**config.mk**
```make
export PLATFORM = sky130hd
export DESIGN_NAME = pipe_frontend_regs
export DESIGN_NICKNAME = d
export VERILOG_FILES = /design/src/rtl/pipe_frontend_regs_pkg.sv /design/src/rtl/pipe_frontend_regs_pipe_reg.sv /design/src/rtl/pipe_frontend_regs.sv
export SDC_FILE = /design/constraint.sdc
export NUM_CORES = 1
export LEC_CHECK = 0
export ABC_AREA = 1
export ABC_CLOCK_PERIOD_IN_PS = 2400
export CAP_MARGIN = 25
export CORE_ASPECT_RATIO = 1.25
export CORE_MARGIN = 4
export CORE_UTILIZATION = 40
export CTS_BUF_LIST = sky130_fd_sc_hd__clkbuf_16
export CTS_CLUSTER_DIAMETER = 200
export CTS_CLUSTER_SIZE = 20
export DETAILED_ROUTE_END_ITERATION = 10
export PLACE_DENSITY_LB_ADDON = 0.3
export SLEW_MARGIN = 25
export SYNTH_ARGS = -nofsm -noshare
export SYNTH_HDL_FRONTEND = slang
export SYNTH_SLANG_ARGS = --single-unit
```
**constraint.sdc**
```tcl
create_clock -name clk -period 2.4 [get_ports clk]
set_clock_uncertainty 0.1 [all_clocks]
set_input_delay 0.24 -clock clk [delete_from_list [all_inputs] [get_ports clk]]
set_output_delay 0.24 -clock clk [all_outputs]
set_load 0.01 [all_outputs]
```
**src/rtl/pipe_frontend_regs_pkg.sv**
```systemverilog
// Shared constants and watchdog state type for the pipeline front-end registers.
package pipe_frontend_regs_pkg;

  localparam int unsigned CTRL_W_DEF = 8;
  localparam int unsigned REG_ADDR_W = 5;
  localparam int unsigned STAT_W     = 16;

  // All-zero instruction word and control word both mean "no operation".
  localparam logic [31:0] NOP_INSTR = 32'h0000_0000;

  typedef enum logic [1:0] {
    WD_RUN   = 2'd0,
    WD_STALL = 2'd1,
    WD_ERR   = 2'd2
  } wd_state_e;

endpackage

```
**src/rtl/pipe_frontend_regs_pipe_reg.sv**
```systemverilog
// Synchronous register with load enable and a clear that loads CLR_VAL; clear wins over load.
module pipe_reg #(
  parameter int unsigned  W       = 32,
  parameter logic [W-1:0] CLR_VAL = '0
) (
  input  logic         clk,
  input  logic         clr,
  input  logic         load,
  input  logic [W-1:0] d,
  output logic [W-1:0] q
);

  logic [W-1:0] data_d;
  logic [W-1:0] data_q;

  always_comb begin
    data_d = data_q;
    if (clr) begin
      data_d = CLR_VAL;
    end else if (load) begin
      data_d = d;
    end
  end

  always_ff @(posedge clk) begin
    data_q <= data_d;
  end

  assign q = data_q;

endmodule

```
**src/rtl/pipe_frontend_regs.sv**
```systemverilog
// PC, IF/ID and ID/EX slice registers driven by hazard-unit stall/bubble controls and branch flush,
// with a saturating bubble counter and a sticky consecutive-stall watchdog.
module pipe_frontend_regs
  import pipe_frontend_regs_pkg::*;
#(
  parameter int unsigned      WIDTH       = 32,
  parameter int unsigned      CTRL_W      = CTRL_W_DEF,
  parameter logic [WIDTH-1:0] PC_RESET    = '0,
  parameter int unsigned      PC_STEP     = 4,
  parameter int unsigned      STALL_LIMIT = 3
) (
  input  logic                  clk,
  input  logic                  reset,
  input  logic                  pc_write,
  input  logic                  ifid_write,
  input  logic                  hazard_mux,
  input  logic                  flush,
  input  logic [WIDTH-1:0]      branch_target,
  input  logic [WIDTH-1:0]      instr_in,
  input  logic [CTRL_W-1:0]     ctrl_in,
  input  logic [REG_ADDR_W-1:0] rd_in,
  input  logic                  regwrite_in,
  output logic [WIDTH-1:0]      pc,
  output logic [WIDTH-1:0]      ifid_instr,
  output logic [WIDTH-1:0]      ifid_pc,
  output logic                  ifid_valid,
  output logic [CTRL_W-1:0]     idex_ctrl,
  output logic [REG_ADDR_W-1:0] idex_rd,
  output logic                  idex_regwrite,
  output logic                  idex_valid,
  output logic [STAT_W-1:0]     stall_cnt,
  output logic                  stall_err
);

  localparam int unsigned RUN_W_RAW = $clog2(STALL_LIMIT + 1);
  localparam int unsigned RUN_W     = (RUN_W_RAW < 2) ? 2 : RUN_W_RAW;
  localparam int unsigned IFID_W    = 2 * WIDTH + 1;
  localparam int unsigned IDEX_W    = CTRL_W + REG_ADDR_W + 2;

  localparam logic [WIDTH-1:0]  NOP_W     = WIDTH'(NOP_INSTR);
  localparam logic [IFID_W-1:0] IFID_CLR  = {NOP_W, {WIDTH{1'b0}}, 1'b0};
  localparam logic [RUN_W-1:0]  RUN_LIMIT = RUN_W'(STALL_LIMIT);
  localparam logic [STAT_W-1:0] CNT_MAX   = '1;

  logic bubble_c;
  logic slice_clr_c;

  assign bubble_c    = hazard_mux & ~flush;
  assign slice_clr_c = reset | flush;

  // Program counter: flush redirects regardless of pc_write.
  logic             pc_load_c;
  logic [WIDTH-1:0] pc_next_c;

  assign pc_load_c = flush | pc_write;
  assign pc_next_c = flush ? branch_target : pc + WIDTH'(PC_STEP);

  pipe_reg #(.W(WIDTH), .CLR_VAL(PC_RESET)) u_pc_reg (
    .clk  (clk),
    .clr  (reset),
    .load (pc_load_c),
    .d    (pc_next_c),
    .q    (pc)
  );

  logic [IFID_W-1:0] ifid_q;

  pipe_reg #(.W(IFID_W), .CLR_VAL(IFID_CLR)) u_ifid_reg (
    .clk  (clk),
    .clr  (slice_clr_c),
    .load (ifid_write),
    .d    ({instr_in, pc, 1'b1}),
    .q    (ifid_q)
  );

  assign {ifid_instr, ifid_pc, ifid_valid} = ifid_q;

  // ID/EX loads every cycle; a bubble is simply an all-zero slice.
  logic [IDEX_W-1:0] idex_next_c;
  logic [IDEX_W-1:0] idex_q;

  assign idex_next_c = hazard_mux ? '0
                     : {ctrl_in, rd_in, regwrite_in & ifid_valid, ifid_valid};

  pipe_reg #(.W(IDEX_W), .CLR_VAL('0)) u_idex_reg (
    .clk  (clk),
    .clr  (slice_clr_c),
    .load (1'b1),
    .d    (idex_next_c),
    .q    (idex_q)
  );

  assign {idex_ctrl, idex_rd, idex_regwrite, idex_valid} = idex_q;

  // Bubble statistics and watchdog.
  wd_state_e         state_d, state_q;
  logic [RUN_W-1:0]  run_d, run_q;
  logic [STAT_W-1:0] stall_cnt_d, stall_cnt_q;
  logic              stall_err_d, stall_err_q;
  logic [RUN_W-1:0]  run_inc_c;

  assign run_inc_c = (run_q >= RUN_LIMIT) ? run_q : run_q + RUN_W'(1);

  always_comb begin
    state_d     = state_q;
    run_d       = run_q;
    stall_cnt_d = stall_cnt_q;
    stall_err_d = stall_err_q;

    if (bubble_c) begin
      run_d = run_inc_c;
      if (stall_cnt_q != CNT_MAX) begin
        stall_cnt_d = stall_cnt_q + STAT_W'(1);
      end
    end else begin
      run_d = '0;
    end

    unique case (state_q)
      WD_RUN, WD_STALL: begin
        if (bubble_c) begin
          if (run_inc_c >= RUN_LIMIT) begin
            state_d     = WD_ERR;
            stall_err_d = 1'b1;
          end else begin
            state_d = WD_STALL;
          end
        end else begin
          state_d = WD_RUN;
        end
      end
      WD_ERR: begin
        state_d     = WD_ERR;
        stall_err_d = 1'b1;
      end
      default: begin
        state_d = WD_RUN;
      end
    endcase

    if (reset) begin
      state_d     = WD_RUN;
      run_d       = '0;
      stall_cnt_d = '0;
      stall_err_d = 1'b0;
    end
  end

  always_ff @(posedge clk) begin
    state_q     <= state_d;
    run_q       <= run_d;
    stall_cnt_q <= stall_cnt_d;
    stall_err_q <= stall_err_d;
  end

  assign stall_cnt = stall_cnt_q;
  assign stall_err = stall_err_q;

endmodule

```
---- Yosys cells after proc, flatten, opt, wreduce, memory -nomap -nowiden ----
Cells that the tools add are included.
word-level totals
  register bits ........................... 133
  input port bits ......................... 84
  output and inout port bits .............. 129
  word-level logic and storage cells ...... 38
cells by class
  $add $sub $neg .......................... 3
  magnitude comparators ................... 2
  eq/ne operators ......................... 5
  muxes and demuxes ....................... 8
  bitwise gates (word level) .............. 6
  reduce and logical (&&, ||, !) cells .... 7
operator list
  kind                                                             count
  32-bit by 3-bit adder with 32-bit output, second input constant  1
  32-bit two-way mux                                               1
  16-bit by 1-bit adder with 16-bit output, second input constant  1
  16-bit inequality test, second input constant                    1
  2-bit two-way mux                                                3
  2-bit OR reduction                                               3
  2-bit >= comparator, second input constant                       2
  2-bit inequality test, second input constant                     2
  2-bit one-hot mux with 2 select lines                            1
  3-bit AND reduction                                              1
  2-bit by 1-bit adder with 2-bit output, second input constant    1
  1-bit AND                                                        2
  2-bit by 1-bit == test with 1-bit output, second input constant  1
  2-bit == test, second input constant                             1
  2-bit logical NOT                                                1
  1-bit two-way mux                                                2
  1-bit NOT                                                        2
  1-bit OR                                                         2
  1-bit one-hot mux with 2 select lines                            1
  2-bit AND reduction                                              1
  2-bit nonzero test                                               1

---- Logic depth before layout (Yosys ltp) ----
Gate-level depths: netlist of run 1.
  depth in word-level cells ............... 6
  gate-level depth with buffers ........... 10
  depth with buffers taken out ............ 10

---- Hierarchy ----
From an unflattened synthesis of run 1, not the netlist that was laid out.
unflattened totals
  cell total of the unflattened synthesis .. 1186
  area total of the unflattened synthesis .. 7094.3 µm²
by module, submodules not included
  module                  times used  cells each  area each (µm²)  sequential area each (µm²)
  pipe_reg at u_ifid_reg  1           412         2643.8           1301.2
  pipe_frontend_regs      1           476         2477.4           420.4
  pipe_reg at u_pc_reg    1           203         1338.8           640.6
  pipe_reg at u_idex_reg  1           95          634.4            300.3

---- Least setup slack after synthesis of run 1 ----
No wires, ideal clock.
  path kind ............................... register to register
  start point ............................. register stall_cnt_q[0], in the netlist stall_cnt[0]
  end point ............................... register stall_cnt_q[15], in the netlist stall_cnt[15]
  library setup time ...................... 0.132 ns
  arrival ................................. 1.508 ns
  setup slack ............................. 0.661 ns
  cell stages (with the launch flop) ...... 10
  clock period less this slack ............ 1.739 ns
  path through ............................ dfxtp_1 > ha_1 > nand3_2 > nor2_8 > nand4_4 > nand2_1 > nand2_2 > buf_2 > nand2_1 > a21oi_1
between the ends
  cells in the longest elaborated chain, start to end .. 2
  elaborated cells on any way between the ends .. 3
  those cells by class .................... 1 x add/sub; 1 x eq/ne; 1 x reduce/logical
RTL lines
  element                                                                           line                       text
  start, declared                                                                   pipe_frontend_regs.sv:98   logic [STAT_W-1:0] stall_cnt_d, stall_cnt_q;
  start signal, assigned                                                            pipe_frontend_regs.sv:152  stall_cnt_q <= stall_cnt_d;
  branches (longest 2 deep; another with 16-bit by 1-bit adder with 16-bit output)  --
Several ways; the timed one is not identified.
A chain may end at the register's enable or synchronous reset.

---- Final worst setup path of run 1 ----
  start point ............................. register stall_cnt_q[0], in the netlist stall_cnt[0]
  end point ............................... register stall_cnt_q[10], in the netlist stall_cnt[10]
The elaborated chain is that of the path after synthesis.

==> results of run 1 <==
path summary, 6_finish.rpt:
kind | end | slack, ps | cells past startpoint
setup / recovery | stall_cnt[10] | 420 | 7
hold / removal | u_ifid_reg.q[53] | 190 | 3
setup reg to reg | stall_cnt[10] | 420 | 7
hold reg to reg | run_q[0] | 330 | 1
layout make-up:
class / instances / area (um^2)
Timing Repair Buffer: 221 / 2197
Clock buffer: 17 / 425.4
Multi-Input combinational cell: 559 / 2676
Inverter: 55 / 206.4
Clock inverter: 15 / 156.4
Fill cell: 1309 / 5330
Sequential cell: 133 / 2663
Tap cell: 175 / 219.0
worst max-delay path, delay by kind of cell, from the launching register on:
| kind | cells | cell delay, ps |
|---|---|---|
| AND/OR/NAND/NOR | 4 | 520 |
| AO/OA/AOI/OAI | 2 | 510 |
| adder cells (fa/ha/maj) | 1 | 310 |
| flip-flops | 1 | 470 |
cell usage after synthesis (4+ instances only):
cell type / number
a211oi_1: 4
a21oi_1: 100
a22oi_1: 18
a31oi_1: 4
buf_2: 7
clkbuf_1: 29
dfxtp_1: 133
inv_1: 53
nand2_1: 233
nand3_1: 44
nand4_1: 5
nor2_1: 73
nor2_2: 8
nor3_1: 5
o21ai_0: 24
xnor2_1: 7
xor2_1: 15
routing by layer:
layer  up-vias  wire length (um)  global-route usage
met3        33              1104             0.05290
met5         -                 0                   0
met2       178              8455              0.3573
met4         0               437             0.07293
li1       2951                 -                   -
met1      2579              7451              0.2653
through the flow:
step	setup slack, ps	power [W]	utilization	instance area [um^2]	std cells
finish	417.4	0.005530	0.6158	8543	1175
CTS	405.5	0.005583	0.6158	8543	1175
floorplan	660.8	0.002654	-	5704	785
global route	281.4	0.005746	0.6158	8543	1175
detailed placement	345.1	0.003026	0.5739	7961	1143
global placement	397.9	0.003021	0.5739	7961	1143
sequential cells by signal, summed over array words and instances, names as in the netlist:
name / flops
run_q: 2
stall_cnt: 16
stall_err: 1
state_q: 2
u_idex_reg.q: 15
u_ifid_reg.q: 65
u_pc_reg.q: 32
power breakdown:
group | switching (W) | total [W] | internal, W | leakage, nW
sequential | 0.0000744 | 0.00236 | 0.00229 | 1.09
combinational | 0.000288 | 0.000615 | 0.000328 | 1.83
clock | 0.00102 | 0.00255 | 0.00153 | 0.274
total | 0.00138 | 0.00553 | 0.00415 | 3.19
layout by cell type (no fill, tap or decap), types with 7 or more instances in the layout:
master / instances
a21oi_1: 100
a22oi_1: 18
buf_4: 8
clkbuf_16: 17
clkdlybuf4s50_1: 211
dfxtp_1: 133
inv_1: 53
nand2_1: 233
nand3_1: 44
nor2_1: 73
nor2_2: 8
o21ai_0: 24
xnor2_1: 7
xor2_1: 15
logic make-up after synthesis:
logic type                 count (synthesis)  synth area share
xor gates and xnor gates                  22           0.03378
and+or+nand+nor                          381            0.2821
buffers and inverters                     93           0.06405
AOI/OAI and AO/OA                        154            0.1489
DFF                                      133            0.4668
adders and majority gates                  2          0.004386
==> results.json, run 1 <==
{
  "grt_overflow_total": 0,
  "cp_data_arrival_time_ps": 2220,
  "synth_top_area_frac": 0.4668,
  "track_usage": 0.2127,
  "max_freq_mhz": 504.4,
  "cts_root_buf": "clkbuf_16",
  "path_cells": "ha_1 > nand3_2 > nor2_8 > nand4_4 > o21bai_4 > nand2_1 > a21oi_1",
  "die_w_um": 114.8,
  "synth_nets": 871,
  "period_minus_slack_ps": 1983,
  "htree_levels": 4,
  "dr.pass1.iters": 5,
  "syn-cell-area_um2": 5704,
  "seq_area_frac_synth": 0.4668,
  "cts_buffers": 17,
  "final_nets": 1073,
  "status": "finished clean",
  "clk_latency_ps": 410,
  "num_rows": 48,
  "cp_slowest_cell": "dfxtp_1",
  "insertedDiodeCount": 0,
  "fin_setup_tns_ps": 0,
  "vias_per_cell": 4.886,
  "r2r_start": "stall_cnt[0]",
  "power_density_nw_per_um2": 647.3,
  "critPathMaxStageDelay_ps": 470,
  "finalHoldViolations": 0,
  "post-route-drc-count": 0,
  "grt_max_degree": 62,
  "synth_cells": 785,
  "die_h_um": 141.5,
  "coreArea_um2": 13870,
  "gp_congestion": 0.8977,
  "clk_path_buf_depth": 2,
  "ant_nets": 0,
  "grt_pass1_wl_mm": 27.83,
  "p_leak_nw": 3.185,
  "final_max_slew_viol_count": 0,
  "hpwlAfterDp_mm": 12.49,
  "layout-drive-gt1-share": 0.06200,
  "min-delay-start": "ifid_write",
  "synth-edff-count": 0,
  "cts_tree": "done",
  "timing.hold.ws_ps": 188.0,
  "pin_count": 213,
  "cap_viol_max_count": 0,
  "cp_data_required_time_ps": 2640,
  "drt_iter0_drc": 398,
  "worst_ir_drop_vdd_uv": 496.7,
  "clk_pin_slew_ps": 60,
  "cts_setup_buffers": 0,
  "yosysUniqueCellTypes": 32,
  "routed_wl_mm": 17.45,
  "path_max_fanout": 14,
  "synth_ff_type": "dfxtp_1",
  "worstSetupEndpointType": "flip-flop",
  "worstMarginPinSlew_ps": 921.3,
  "antenna_found_initial": 0,
  "async_flop_share": 0,
  "min_path_type": "input port to flip-flop",
  "worst_setup_path_startpoint": "stall_cnt[0]",
  "critical_path_class": "flip-flop to flip-flop",
  "setup-violations-final": 0,
  "portBuffers": 212,
  "rsz0062_at_grt": "false",
  "num_vias": 5741,
  "area_growth_syn_to_layout_pct": 49.77,
  "synthTopCellsByArea": "dfxtp_1, nand2_1, a21oi_1",
  "cts_resized": 0,
  "yosysTopAreaCell": "dfxtp_1",
  "fin_crit_sh": 0.8261,
  "cp-start-kind": "flip-flop",
  "initial_core_util": 0.4112,
  "post_drt_wl_per_cell_um": 14.85,
  "yosys_register_bits": 133,
  "max_slew_margin": 0.3849,
  "die_area_um2": 16250,
  "holdBufCountCts": 0,
  "avgSynthCellArea_um2": 7.267,
  "yosysWarnings": 0,
  "grt_pass1_vias": 5535,
  "cts.sinks": 133
}
Power figures use the tool's default switching activity.
==> inputs of run 2 (changes only) <==
--- a/config.mk
+++ b/config.mk
@@ -6,7 +6,7 @@
 export NUM_CORES = 1
 export LEC_CHECK = 0
 export ABC_AREA = 1
-export ABC_CLOCK_PERIOD_IN_PS = 2400
+export ABC_CLOCK_PERIOD_IN_PS = 1900
 export CAP_MARGIN = 25
 export CORE_ASPECT_RATIO = 1.25
 export CORE_MARGIN = 4
==> constraint.sdc (replaced) <==
create_clock -name clk -period 1.9 [get_ports clk]
set_clock_uncertainty 0.1 [all_clocks]
set_input_delay 0.19 -clock clk [delete_from_list [all_inputs] [get_ports clk]]
set_output_delay 0.19 -clock clk [all_outputs]
set_load 0.01 [all_outputs]
==> results.json, run 2 (synthesis gave the netlist of run 1 again) <==
{
  "timing.hold.ws_ps": 192.0,
  "fin_crit_sh": 0.9450,
  "status": "finished clean",
  "met2WireLength_mm": 8.758,
  "pwr-share-seq": 0.409,
  "dr.pass1.iters": 5,
  "p_leak_nw": 3.320,
  "worst_setup_path_startpoint": "stall_cnt[2]",
  "critical_path_class": "flip-flop to output pin",
  "ant_nets": 0,
  "min_path_type": "input port to flip-flop",
  "combinationalPowerShare": 0.114,
  "final_max_slew_viol_count": 0,
  "layout-drive-gt1-share": 0.08153,
  "setup-violations-final": 0,
  "routed_wl_mm": 17.73,
  "clk_path_buf_depth": 2,
  "clk_latency_ps": 420,
  "cp-start-kind": "flip-flop",
  "r2r_start": "stall_cnt[1]",
  "path_cells": "buf_4 > clkdlybuf4s50_1",
  "final_nets": 1091,
  "post-route-drc-count": 0,
  "cts.sinks": 133,
  "grt_pass1_wl_mm": 28.30,
  "drt-met1-wl_mm": 7.294,
  "htree_levels": 4,
  "area_growth_syn_to_layout_pct": 54.29,
  "initial_core_util": 0.4112,
  "coreArea_um2": 13870,
  "antenna_found_initial": 0,
  "critPathMaxStageDelay_ps": 550,
  "drt_iter0_drc": 323,
  "rsz0062_at_grt": "false",
  "final_common_cell": "nand2_1",
  "max_freq_mhz": 557.0,
  "num_rows": 48,
  "route.top_layer_used": "met4",
  "path_max_fanout": 6,
  "gp_congestion": 0.8801,
  "period_minus_slack_ps": 1795,
  "track_usage": 0.2178,
  "switching_share": 0.2390,
  "grt_max_degree": 82,
  "fill_cells": 1264,
  "portBuffers": 212,
  "cp_data_required_time_ps": 1610,
  "cp_slowest_cell": "clkdlybuf4s50_1",
  "hpwlAfterDp_mm": 13.00,
  "p_clk_frac": 0.477,
  "num_vias": 5871,
  "vias_per_cell": 4.921,
  "insertedDiodeCount": 0,
  "grt_pass1_vias": 5784,
  "die_area_um2": 16250,
  "cts_root_buf": "clkbuf_16",
  "largest_reg_flops": 65,
  "min-delay-start": "rd_in[1]",
  "wl_met3_mm": 1.120,
  "die_h_um": 141.5,
  "cts_tree": "done",
  "pin_count": 213,
  "max_slew_margin": 0.7287,
  "switching_power_w": 0.001740,
  "power_density_nw_per_um2": 827.2,
  "cp_data_arrival_time_ps": 1510,
  "post_drt_wl_per_cell_um": 14.86,
  "holdBufCountCts": 0,
  "finalHoldViolations": 0,
  "clk_pin_slew_ps": 60,
  "fin_setup_tns_ps": 0,
  "p_int_w": 0.005541,
  "final_cell_mix": "nand2_1, clkdlybuf4s50_1, dfxtp_1",
  "worstMarginPinSlew_ps": 406.5,
  "worst_ir_drop_vdd_uv": 464.6,
  "cap_viol_max_count": 0,
  "worstSetupEndpointType": "output pin",
  "die_w_um": 114.8,
  "cts_buffers": 17,
  "grt_overflow_total": 0
}
-- run 2: worst paths after layout --
kind | slack, ps | depth (start not counted) | endpoint
setup / recovery | 100 | 2 | stall_cnt[2]
hold / removal | 190 | 3 | u_idex_reg.q[3]
setup reg to reg | 180 | 8 | stall_cnt[5]
hold reg to reg | 350 | 2 | u_idex_reg.q[1]
-- run 2: layer usage --
layer / global-route usage / vias to the layer above
met5: 0 / -
met1: 0.2574 / 2643
met4: 0.1026 / 0
met2: 0.3689 / 201
li1: - / 2987
met3: 0.05333 / 40
-- run 2: worst max-delay path, delay by kind of cell, from the launching register on --
kind / cells / cell delay, ps
buffers and inverters: 2 / 710
DFF: 1 / 380
-- run 2: stage by stage --
stage / instance area (um^2) / utilization / instances / power [W] / setup slack [ps]
floorplan: 5704 / - / 785 / 0.003352 / 160.8
global placement: 8132 / 0.5861 / 1159 / 0.003852 / 132.1
detailed placement: 8132 / 0.5861 / 1159 / 0.003859 / 115.7
CTS: 8760 / 0.6314 / 1191 / 0.007349 / 15.60
global route: 8801 / 0.6344 / 1193 / 0.007555 / 1.555
finish: 8801 / 0.6344 / 1193 / 0.007280 / 104.5
-- run 2: power by group through the flow --
stage | Combinational [W] | Sequential (W) | Clock (W)
3_5_place_dp | 0.000823 | 0.00304 | 0
4_1_cts | 0.000827 | 0.00298 | 0.00355
5_1_grt | 0.000901 | 0.00299 | 0.00366
6_report | 0.000827 | 0.00298 | 0.00348
2_1_floorplan | 0.000282 | 0.00307 | 0
3_3_place_gp | 0.000819 | 0.00303 | 0
-- run 2: layout make-up --
cell class,count,area [um^2],share of cell area
Multi-Input combinational cell,559,2689,0.3055
Sequential cell,133,2664,0.3027
Timing Repair Buffer,239,2395,0.2721
Clock buffer,17,425.4,0.04834
Tap cell,175,219.0,0.02488
Inverter,55,206.4,0.02346
Clock inverter,15,202.7,0.02303
-- run 2: timing repair --
action                                  4_1_cts  5_1_grt
endpoints found under the setup margin        0       11
gates resized for setup                       0        4
setup buffers                                 0        2
endpoints found under the hold margin         0        0
==> inputs of run 3 (changes only) <==
--- a/config.mk
+++ b/config.mk
@@ -8,9 +8,11 @@
 export ABC_AREA = 1
 export ABC_CLOCK_PERIOD_IN_PS = 1900
 export CAP_MARGIN = 25
+export CELL_PAD_IN_SITES_DETAIL_PLACEMENT = 1
+export CELL_PAD_IN_SITES_GLOBAL_PLACEMENT = 1
 export CORE_ASPECT_RATIO = 1.25
 export CORE_MARGIN = 4
-export CORE_UTILIZATION = 40
+export CORE_UTILIZATION = 30
 export CTS_BUF_LIST = sky130_fd_sc_hd__clkbuf_16
 export CTS_CLUSTER_DIAMETER = 200
 export CTS_CLUSTER_SIZE = 20
==> results.json, run 3 (synthesis gave the netlist of run 1 again) <==
{
  "switching_power_w": 0.001773,
  "track_usage": 0.1937,
  "cts_root_buf": "clkbuf_16",
  "final_max_slew_viol_count": 0,
  "routed_wl_mm": 20.74,
  "combinationalPowerShare": 0.123,
  "clk_latency_ps": 420,
  "layout-drive-gt1-share": 0.08641,
  "portBuffers": 212,
  "max_slew_margin": 0.7055,
  "cts_resized": 0,
  "vias_per_cell": 4.803,
  "cp_data_required_time_ps": 1610,
  "holdBufCountCts": 0,
  "status": "finished clean",
  "setup-violations-final": 0,
  "cts.sinks": 133,
  "post-route-drc-count": 0,
  "antenna_found_initial": 0,
  "dp_slack_ps": 123.0,
  "switching_share": 0.2519,
  "final_nets": 1103,
  "fin_setup_tns_ps": 0,
  "finalHoldViolations": 0,
  "cts_setup_buffers": 0,
  "coreArea_um2": 18710,
  "drt_iter0_drc": 231,
  "worstMarginPinSlew_ps": 441.3,
  "grt_max_degree": 82,
  "ant_nets": 0,
  "dr.pass1.iters": 4,
  "max_freq_mhz": 553.3,
  "pin_count": 213,
  "worst_ir_drop_vdd_uv": 585.7,
  "p_clk_frac": 0.454,
  "clk_path_buf_depth": 2,
  "hpwlAfterDp_mm": 15.46,
  "htree_levels": 4,
  "min_path_type": "input port to flip-flop",
  "initial_core_util": 0.3049,
  "power_density_nw_per_um2": 790.0,
  "post_drt_wl_per_cell_um": 16.43,
  "grt_pass1_vias": 6340,
  "fin_crit_sh": 0.9513,
  "grt_overflow_total": 0,
  "cp_data_arrival_time_ps": 1520,
  "num_rows": 56,
  "path_max_fanout": 3,
  "pwr-share-seq": 0.423,
  "final_cell_mix": "nand2_1, clkdlybuf4s50_1, dfxtp_1",
  "final_common_cell": "nand2_1",
  "num_vias": 6061,
  "area_growth_syn_to_layout_pct": 56.17,
  "die_w_um": 131.3,
  "timing.hold.ws_ps": 192.5,
  "period_minus_slack_ps": 1807,
  "grt_pass1_wl_mm": 33.33,
  "cts_buffers": 17,
  "cts_tree": "done",
  "worstSetupEndpointType": "output pin",
  "multiInputGateArea_um2": 2686,
  "die_area_um2": 21300,
  "gp_congestion": 0.8139,
  "largest_reg_flops": 65,
  "critical_path_class": "flip-flop to output pin",
  "p_int_w": 0.005265,
  "fill_cells": 2296,
  "cp-start-kind": "flip-flop",
  "fin_ws_ps": 92.55,
  "die_h_um": 162.2,
  "rsz0062_at_grt": "false",
  "seq_area_um2": 2664,
  "p_leak_nw": 3.368,
  "cap_viol_max_count": 0,
  "clk_pin_slew_ps": 60,
  "insertedDiodeCount": 0
}
## run 3: cell count changes in the layout (fill, tap and decap cells not counted), moves of 2 or more
cell        delta
clkinv_1       +4
buf_4         +11
bufinv_16      -2
nor2_2         -2
clkinvlp_4     -3
## run 3: routing by layer
layer / vias to the layer above / global-route usage / routed length (um)
met5: - / 0 / 0
met4: 0 / 0.06113 / 354
met3: 27 / 0.04647 / 1046
met2: 160 / 0.3462 / 10300
met1: 2870 / 0.2304 / 9037
li1: 3004 / - / -
## run 3: through the flow
step | std cells | util | instance area, um^2 | total power [W]
3_5_place_dp | 1230 | 0.4454 | 8333 | 0.003909
4_1_cts | 1262 | 0.4756 | 8897 | 0.007134
6_report | 1262 | 0.4762 | 8909 | 0.007037
3_3_place_gp | 1230 | 0.4454 | 8333 | 0.003895
5_1_grt | 1262 | 0.4762 | 8909 | 0.007325
2_1_floorplan | 785 | - | 5704 | 0.003352
## run 3: area by class of cell
cell class	count	share of cell area
clock buffers	17	0.04775
clock inverters	15	0.01559
inverters	55	0.02317
multi-input cells	559	0.3015
flip-flops and latches	133	0.2990
well taps	232	0.03258
repair buffers	251	0.2803
## run 3: critical path, cell delays in order, from the launching register on
cell and delay [ps]:
dfxtp_1 390, buf_4 150, clkdlybuf4s50_1 560
## run 3: path summary, 6_finish.rpt
check	slack, ps	to	cells past startpoint	start
max reg2reg	180	u_pc_reg.q[24]	9	u_pc_reg.q[3]
min reg2reg	340	run_q[0]	1	run_q[0]
max	90	pc[9]	2	u_pc_reg.q[9]
min	190	u_idex_reg.q[3]	3	rd_in[1]
## run 3: power groups by stage
stage / Combinational [W] / Clock (W) / Sequential [W]
after floorplan: 0.000282 / 0 / 0.00307
after global placement: 0.000861 / 0 / 0.00303
after detailed placement: 0.000874 / 0 / 0.00304
after CTS: 0.000881 / 0.00328 / 0.00298
after global routing: 0.000942 / 0.00339 / 0.00299
final: 0.000867 / 0.00319 / 0.00298
==> variant 1: new RTL, flow settings as in run 2 <==
The package constant `CTRL_W_DEF` goes from 8 to 6.
--- a/src/rtl/pipe_frontend_regs_pkg.sv
+++ b/src/rtl/pipe_frontend_regs_pkg.sv
@@ -2,5 +2,5 @@
 package pipe_frontend_regs_pkg;
 
-  localparam int unsigned CTRL_W_DEF = 8;
+  localparam int unsigned CTRL_W_DEF = 6;
   localparam int unsigned REG_ADDR_W = 5;
   localparam int unsigned STAT_W     = 16;
Interface: changed (resized ctrl_in and idex_ctrl); port bits go from 213 to 209. No check against the original RTL was run, so the function may have changed too.
==> variant 1 against run 2 <==
Synthesized area up 0.33%. Largest power group unchanged. Sequential cell count decreased by 2. Highest routed layer unchanged. Fmax down 0.89%. Clock power is 7.8% lower. Cell area down 1.1%. Via count rose by 2.3%. Largest cell class unchanged. First-iteration DRC count shrank 14%. Routed wire length is 3.5% higher. Setup slack got worse by 16 ps. Global-route usage is 0.90 points higher. Non-clock buffer count is 3 lower. Count of clock-buffer cells in the layout stayed put. Hold slack worse by 2.4 ps. Power is 4.7% lower.
==> variant 1: results (changes against run 2) <==
[global_routing]
grt_pass1_vias=5911  ; was 5784
grt_max_degree=56  ; was 82
grt_pass1_wl_um=29600  ; was 28300 um
track_usage_pct=22.7  ; was 21.8%

[drt]
drt_iter0_drc=277  ; was 323
vias=6008  ; was 5871
wl_um=18400  ; was 17700 um
route.met2.wl_um=9320  ; was 8760 um
drt-pass1-iter-count=4  ; was 5
wl_met1_um=7240  ; was 7290 um
dr_wl_met3_um=1300  ; was 1120 um
wl_per_cell_um=15.1  ; was 14.9 um

[synth]
synth_cells=808  ; was 785
ys.flop_type=dfxtp_1  ; unchanged
async_flop_share_pct=0  ; unchanged
synthTopCellsByArea=dfxtp_1, nand2_1, a21oi_1  ; unchanged
ys_top_cells_by_count=nand2_1, dfxtp_1, a21oi_1, nor2_1, inv_1  ; unchanged
syn_nets=892  ; was 871
synth_seq_area_share_pct=45.8  ; was 46.7%
yosysWarnings=0  ; unchanged
synth_adder_area_share_pct=0.437  ; was 0.439%
synth_xor_xnor_area_share_pct=2.14  ; was 3.38%
netlist-cell-type-count=30  ; was 32
synth-compound-area-share_pct=15.5  ; was 14.9%

[clocking]
post_cts_resized=0  ; unchanged
clk_pin_slew_ps=60  ; about the same
root_buffer=clkbuf_16  ; unchanged
htreeDepth=4  ; unchanged
cts_buffer_depth=2  ; unchanged
cts_made_buffers=17  ; unchanged

[critical_path]
path_delay_family=buffers and inverters  ; unchanged
rr_worst_depth=8  ; unchanged
rrSetupSlack_ps=230  ; was 180 ps
slowest_delay_ps=620  ; was 550 ps
cp_max_fo=7  ; was 6

[finish]
num-nets-final=1110  ; was 1091
drive_gt1_share_pct=7.42  ; was 8.15%
antenna_cells=0  ; unchanged
fill_cells=1248  ; was 1264

[placed_design]
pre_cts_slack_ps=126  ; was 116 ps
place.gp.congestion=0.894  ; was 0.880
hpwl_um=13100  ; was 13000 um
numPortBuffers=208  ; was 212
dp.cells=1182  ; was 1159

[run_status]
status=completed  ; unchanged

[worst_hold_path]
hold_class=in -> reg  ; unchanged
worstHoldPathCells=5  ; was 3

[sta]
fin_tns_setup_ps=0  ; unchanged
tightest_slew_ps=532  ; was 406 ps
max_freq_mhz=552  ; was 557 MHz

[power]
p_leak_uw=0.00325  ; was 0.00332 uW
ir_worst_vdd_uv=439  ; was 465 uV

## variant 1: cell types whose count changed after synthesis, moves of 3 or more
cell / delta
or2_2: +4
xor2_1: -5
a211oi_1: -3
nand3_1: +3
nor2_4: +4
xnor2_1: -3
o21ai_0: +7
clkbuf_1: -4
inv_1: +7
nand2_1: +15
## variant 1: path summary, 6_finish.rpt
kind                                                       to                        start
worst max register to register    u_pc_reg.q[23]$_SDFFE_PP0N_   u_pc_reg.q[9]$_SDFFE_PP0N_
worst min register to register          state_q[0]$_SDFF_PP0_          run_q[1]$_SDFF_PP0_
worst max-delay path                                   pc[19]  u_pc_reg.q[19]$_SDFFE_PP0N_
worst min-delay path            u_ifid_reg.q[13]$_SDFFE_PP0P_                   ifid_write
## variant 1: routing by layer
layer  track usage (%)  vias up
li1                  -     3045
met1              25.6     2730
met2              39.8      198
met3              6.83       35
met4              8.71        0
met5                 0        -
## variant 1: cell type report
cell class                      count  area [um^2]  area share [%]
Multi-Input combinational cell    578         2710            31.1
Clock buffer                       17          425            4.89
Inverter                           62          233            2.67
Timing Repair Buffer              236         2350            27.0
Clock inverter                     14          149            1.71
Tap cell                          175          219            2.52
Sequential cell                   131         2620            30.1
## variant 1: worst register-to-register path, cell delays in order (launching register included)
cell and delay [ps]:
dfxtp_1 470, nand2_1 140, nor2_1 200, nand2_1 90
nor2_2 260, nand2_1 90, nand2_1 70, nand3_1 70
a21oi_1 120
## variant 1: cell families (layout without fill, tap and decap cells)
kind of cell,Yosys count,count (layout)
simple gates,400,400
compound gates,162,162
flops,131,131
buf+inv,99,329
xor+xnor,14,14
fa+ha+maj,2,2
## variant 1: through the flow
step / util (%) / hold WS (ps) / area (um^2)
6_report: 62.5 / 190 / 8700
5_1_grt: 62.5 / 196 / 8700
4_1_cts: 62.5 / 177 / 8700
3_5_place_dp: 58.3 / 332 / 8130
3_3_place_gp: 58.3 / 318 / 8130
2_1_floorplan: - / 202 / 5720
## variant 1: where the power goes
| part | switching, uW | internal, uW |
|---|---|---|
| registers | 83.9 | 2840 |
| logic | 368 | 435 |
| clock network | 1180 | 2020 |
==> variant 2: new RTL, config.mk and constraints of run 2 <==
Without the edit above. Re-encode `wd_state_e` (3 states) as one-hot, 3 bits wide.
--- a/src/rtl/pipe_frontend_regs_pkg.sv
+++ b/src/rtl/pipe_frontend_regs_pkg.sv
@@ -9,8 +9,8 @@
   localparam logic [31:0] NOP_INSTR = 32'h0000_0000;
 
-  typedef enum logic [1:0] {
-    WD_RUN   = 2'd0,
-    WD_STALL = 2'd1,
-    WD_ERR   = 2'd2
+  typedef enum logic [2:0] {
+    WD_RUN   = 3'b001,
+    WD_STALL = 3'b010,
+    WD_ERR   = 3'b100
   } wd_state_e;
 
Behaviour: same outputs for any inputs over 4 cycles, from zero or initial values and one cycle with reset high; so few cycles prove little.
==> variant 2 against run 2 <==
Combinational power up 0.6%. Setup slack worse by 48 ps. Sequential cell count up 1. Non-clock buffer count up 1. Global-route usage down 0.14 points. Synthesized area up 2.8%. Hold slack better by 6.4 ps. Routed wire length up 4.0%. Register-to-register slack better by 70 ps. Cell area up 1.9%. Power up 0.32%. Largest cell class unchanged.
==> variant 2: results (changes against run 2) <==
[critical_path]
slowest_delay_ps=570  ; was 550 ps
cp.arrival_ps=1550  ; was 1510 ps

[placed_design]
numPortBuffers=212  ; unchanged
place.gp.congestion=0.893  ; was 0.880
dp.cells=1206  ; was 1159

[drt]
wl_per_cell_um=14.9  ; about the same
drt-pass1-iter-count=7  ; was 5
drt_iter0_drc=431  ; was 323
dr_wl_met3_um=1630  ; was 1120 um
vias=6098  ; was 5871
wl_um=18400  ; was 17700 um
route.met2.wl_um=8850  ; was 8760 um

[run_status]
status=completed  ; unchanged

[global_routing]
track_usage_pct=21.6  ; was 21.8%
grt_pass1_wl_um=28400  ; was 28300 um
met3_usage_pct=6.49  ; was 5.33%
grt_max_degree=53  ; was 82
gr-usage-met1_pct=26.4  ; was 25.7%
antenna_found_initial=1  ; was 0
grt_pass1_vias=5664  ; was 5784
met2_usage_pct=36.5  ; was 36.9%

[power]
p_leak_uw=0.00337  ; was 0.00332 uW

[synth]
synthTopCellsByArea=dfxtp_1, nand2_1, a21oi_1  ; unchanged
ys_top_cells_by_count=nand2_1, dfxtp_1, a21oi_1, nor2_1, inv_1  ; unchanged
synth_seq_area_share_pct=45.8  ; was 46.7%
synth_cells=824  ; was 785
syn_nets=910  ; was 871

[sta]
tightest_slew_ps=773  ; was 406 ps
slew_viol_final=0  ; unchanged

[finish]
drive_gt1_share_pct=9.43  ; was 8.15%
fill_cells=1313  ; was 1264
num-nets-final=1133  ; was 1091

[clocking]
clk_pin_slew_ps=60  ; about the same

variant 2: through the flow:
| stage | area [um^2] | worst slack, ps |
|---|---|---|
| final | 8970 | 56.6 |
| after global routing | 8970 | 3.17 |
| after CTS | 8950 | 48.6 |
| after detailed placement | 8320 | -24.5 |
| after global placement | 8320 | -30.8 |
| after floorplan | 5860 | 196 |
variant 2: cell families after synthesis:
logic type,Yosys count,synth area share (%)
DFF,134,45.8
adders and majority gates,2,0.427
and+or+nand+nor,402,28.5
AOI/OAI and AO/OA,166,16.2
buffers and inverters,107,7.15
xor gates and xnor gates,13,1.94
variant 2: cell type report:
cell class	instances	area share (%)
Clock inverter	15	2.23
Inverter	71	2.97
Multi-Input combinational cell	583	31.0
Sequential cell	134	29.9
Timing Repair Buffer	240	26.6
Clock buffer	17	4.74
Tap cell	178	2.48
Antenna cell	1	0.0279
variant 2: where the power goes:
group	leakage [uW]	internal, uW	total, uW	switching, uW
sequential	0.00109	2910	2990	84.0
clock	0.000303	2200	3480	1270
combinational	0.00197	445	832	387
total	0.00337	5560	7300	1750
variant 2: final timing paths:
path | from | end | slack, ps | depth (start not counted)
max | u_pc_reg.q[8]$_SDFFE_PP0N_ | pc[8] | 60 | 2
min | ctrl_in[0] | u_idex_reg.q[7]$_SDFF_PP0_ | 200 | 3
max reg2reg | stall_cnt[1]$_SDFFE_PP0P_ | stall_cnt[2]$_SDFFE_PP0P_ | 250 | 8
min reg2reg | run_q[0]$_SDFF_PP0_ | run_q[0]$_SDFF_PP0_ | 340 | 1
variant 2: worst max-delay path: cells and delay by family (launching register included):
kind | cells | cell delay, ps
flops | 1 | 420
buf+inv | 2 | 730
